===== src/rtl/full_adder_pkg.sv =====
// Shared constants and the packed result layout for the registered ripple-carry adder.
package full_adder_pkg;

  localparam int FA_MAX_WIDTH = 64;

  // Result vector holds {ovf, cout, sum}, i.e. two flag bits above the sum.
  function automatic int fa_result_w(input int width);
    return width + 2;
  endfunction

  typedef struct packed {
    logic                    ovf;
    logic                    cout;
    logic [FA_MAX_WIDTH-1:0] sum;
  } fa_result_t;

endpackage


===== src/rtl/full_adder_cell.sv =====
// Combinational 1-bit full-adder cell: the leaf of the ripple-carry chain.
module full_adder_cell (
  input  logic a_i,
  input  logic b_i,
  input  logic ci_i,
  output logic s_o,
  output logic co_o
);

  assign s_o  = a_i ^ b_i ^ ci_i;
  assign co_o = (a_i & b_i) | (a_i & ci_i) | (b_i & ci_i);

endmodule


===== src/rtl/full_adder.sv =====
// Registered WIDTH-bit ripple-carry adder with carry-out, signed overflow and a valid flag.
module full_adder
  import full_adder_pkg::*;
#(
  parameter int WIDTH = 1
) (
  input  logic             clk,
  input  logic             rst_n,
  input  logic             in_valid,
  input  logic [WIDTH-1:0] a,
  input  logic [WIDTH-1:0] b,
  input  logic             cin,
  output logic             out_valid,
  output logic [WIDTH-1:0] sum,
  output logic             cout,
  output logic             ovf
);

  localparam int RW = fa_result_w(WIDTH);

  if (WIDTH < 1 || WIDTH > FA_MAX_WIDTH) begin : g_bad_width
    $error("full_adder: WIDTH out of range");
  end

  logic [WIDTH:0]   carry;
  logic [WIDTH-1:0] sum_comb;
  logic             ovf_comb;
  logic [RW-1:0]    result_d, result_q;
  logic             valid_q;

  assign carry[0] = cin;

  for (genvar i = 0; i < WIDTH; i++) begin : g_cell
    full_adder_cell u_cell (
      .a_i  (a[i]),
      .b_i  (b[i]),
      .ci_i (carry[i]),
      .s_o  (sum_comb[i]),
      .co_o (carry[i+1])
    );
  end

  // For WIDTH=1, carry[0] (= cin) is the carry into the MSB.
  assign ovf_comb = carry[WIDTH] ^ carry[WIDTH-1];

  // Idle cycles select the held value, so X on a/b/cin never reaches the registers.
  assign result_d = in_valid ? {ovf_comb, carry[WIDTH], sum_comb} : result_q;

  // NOTE: data registers are reset too, because outputs must read zero during reset.
  always_ff @(posedge clk or negedge rst_n) begin
    if (!rst_n) begin
      // NOTE: non-blocking assignments keep every register sampling pre-edge values.
      result_q <= '0;
      valid_q  <= 1'b0;
    end else begin
      result_q <= result_d;
      valid_q  <= in_valid;
    end
  end

  assign {ovf, cout, sum} = result_q;
  assign out_valid        = valid_q;

endmodule


===== config.mk =====
export PLATFORM = sky130hd
export DESIGN_NAME = full_adder
export DESIGN_NICKNAME = d
export VERILOG_FILES = /design/src/rtl/full_adder_pkg.sv /design/src/rtl/full_adder_cell.sv /design/src/rtl/full_adder.sv
export SDC_FILE = /design/constraint.sdc
export NUM_CORES = 1
export LEC_CHECK = 0
export CAP_MARGIN = 20
export CORE_AREA = 2 2 39 41
export DETAILED_ROUTE_END_ITERATION = 8
export DIE_AREA = 0 0 41 43
export PLACE_DENSITY = 0.45
export SETUP_SLACK_MARGIN = 0.4
export SYNTH_ARGS = -nofsm -noshare
export SYNTH_HDL_FRONTEND = slang
export SYNTH_SLANG_ARGS = --single-unit
export TNS_END_PERCENT = 5

===== constraint.sdc =====
create_clock -name clk -period 0.8 [get_ports clk]
set_input_delay 0.12 -clock clk [delete_from_list [all_inputs] [get_ports clk]]
set_output_delay 0.12 -clock clk [all_outputs]
set_load 0.03 [all_outputs]

==> impl_metrics.yaml <==
run_status:
  status: "complete, but fails checks"
  violations: "negative setup slack"
clocking:
  clk_path_buf_depth: 2
  h-tree-depth: 1
  clock_latency_ns: 0.23
  numCtsBuffers: 3
  clkTransAtPathRegs_ns: 0.04
  numClockSinks: 4
  tritoncts: "done"
  cts-root-buf: "clkbuf_4"
  postCtsSetupRepairBufs: 0
timing:
  setup_tns_ns: -0.293
  worst_pin_slew_ns: 0.195
  min_period_ns: 0.888
  finalCritPeriodShare_pct: 111
  rsz0062_at_grt: "yes"
  finalHoldViolCount: 0
  relSlewSlack_pct: 87.0
  fmaxAchievable_mhz: 1130
  setup_viol: 4
  drv_slew: 0
  setup_ws_ns: -0.0883
  fin_skew_ns: 0
yosys:
  synth_fp_nets: 17
  avgSynthCellArea_sq_um: 16.0
  netlist_area_sq_um: 160
  synth_cell_types: 6
  ys_ff_latch: 4
  seq_area_frac_synth_pct: 62.5
  yosysWarnings: 0
  netlist_instances: 10
finish:
  fin_util_pct: 22.2
  diodes: 0
  final_cell_mix: "6 x buf_6, 4 x dfrtp_1, 3 x clkbuf_4"
  nets: 32
  final_cells: 39
  layout_commonest_cell: "buf_6"
  drive_gt1_share_pct: 60.9
  area_growth_pct: 92.2
global_route:
  grt_pass1_wl_um: 579
  grt_max_degree: 6
  antenna_found_initial: 0
  grt.total_usage_pct: 6.26
  grt-ovfl-total: 0
  grt_pass1_vias: 147
critical_path:
  cp_max_fo: 2
  slowest_delay_ns: 0.39
  reg2regPathDepth: 1
  cp-start-kind: "flip-flop"
  critPathTopFamily: "flip-flops"
  cp_data_required_time_ns: 0.68
  path_class: "reg2out"
  cp-end-kind: "output port"
  crit_chain: "buf_6"
  critical_path_buf_inv_count: 1
  worstPathArrival_ns: 0.77
  slowest_stage: "dfrtp_1"
  crit_cells: 1
floorplanning:
  coreArea_sq_mm: 0.00138
  io_pins: 10
  rows: 14
  initial_utilization_pct: 11.6
  die_w_um: 41
  chipHeight_um: 43
  die-area_sq_mm: 0.00176
placement:
  port_buffers: 9
  gp_congestion: 0.677
  dp_hpwl_um: 286
  dp.cells: 36
route:
  ant_nets: 0
  drt_iter0_markers: 0
  firstDrtPassIters: 1
  drcViolationCount: 0
  drt-total-wl_um: 351
  dr_total_vias: 132
  viasPerCell: 3.38
  wl_per_cell_um: 9.00
worst_hold_path:
  hold_path_class: "in2async"
pwr:
  p_leak_uw: 0.000138
  ir_drop_v: 0.000342
  p_per_area_mw_per_mm2: 2230
job:
  cap_violations: 0
## per-layer routing
layer | up-vias | part of all wire (%) | track usage [%]
li1 | 60 | - | -
met1 | 56 | 38 | 4.92
met2 | 12 | 35 | 5.94
met3 | 4 | 21 | 6.81
met4 | 0 | 6.0 | 10.0
met5 | - | 0 | 0
## layout make-up
class                           instances  area, sq um
Fill cell                             154         1080
Sequential cell                         4          100
Timing Repair Buffer                   10         98.8
Multi-Input combinational cell          6         66.3
Clock buffer                            3         22.5
Tap cell                               16         20.0
## synth_stat cells
master   number  area, sq um
a21oi_1       1         5.00
fa_1          1         20.0
dfrtp_1       4          100
nor2_1        1         3.75
xnor2_1       1         8.76
mux2_2        2         22.5
## worst paths after layout
check	slack, ns	start	endpoint
max	-0.09	result_q[2]	ovf
min	0.09	rst_n	result_q[1]
max reg2reg	0.03	result_q[0]	result_q[0]
min reg2reg	0.53	result_q[1]	result_q[1]
max in group asynchronous	0.55	rst_n	result_q[2]
min in group clk	0.25	in_valid	out_valid
## what timing repair did
item	CTS	global route
hold buffers	0	0
setup endpoints to repair	8	7
pin swaps	3	3
gates resized for setup	21	0
gates cloned	0	0
## power by group
part	internal, uW	leakage, uW	total [uW]	switching [uW]
clock	168	0.0000138	247	79.8
sequential	230	0.0000462	249	18.6
combinational	101	0.0000782	191	89.8
## flip-flops by register name (all words and copies together), names as in the netlist
register and cells:
result_q 3, out_valid 1
## logic make-up (layout without fill, tap and decap cells)
logic type / Yosys count / count (layout) / synth area share (%)
adder cells (fa/ha/maj): 1 / 1 / 12.5
AO/OA/AOI/OAI: 1 / 1 / 3.12
XOR/XNOR: 1 / 1 / 5.47
AND/OR/NAND/NOR: 1 / 1 / 2.34
flip-flops: 4 / 4 / 62.5
multiplexers: 2 / 2 / 14.1
buffers and inverters: 0 / 13 / 0
## per-stage QoR
stage | cell area (sq um) | worst slack [ns] | hold slack (ns) | total power (uW)
after floorplan | 160 | -0.146 | -0.176 | 330
after global placement | 268 | -0.611 | 0.326 | 414
after detailed placement | 268 | -0.628 | 0.337 | 419
after CTS | 308 | -0.0949 | 0.0886 | 702
after global routing | 308 | -0.114 | 0.0848 | 735
final | 308 | -0.0883 | 0.0860 | 687
(Power assumes the default switching activity.)
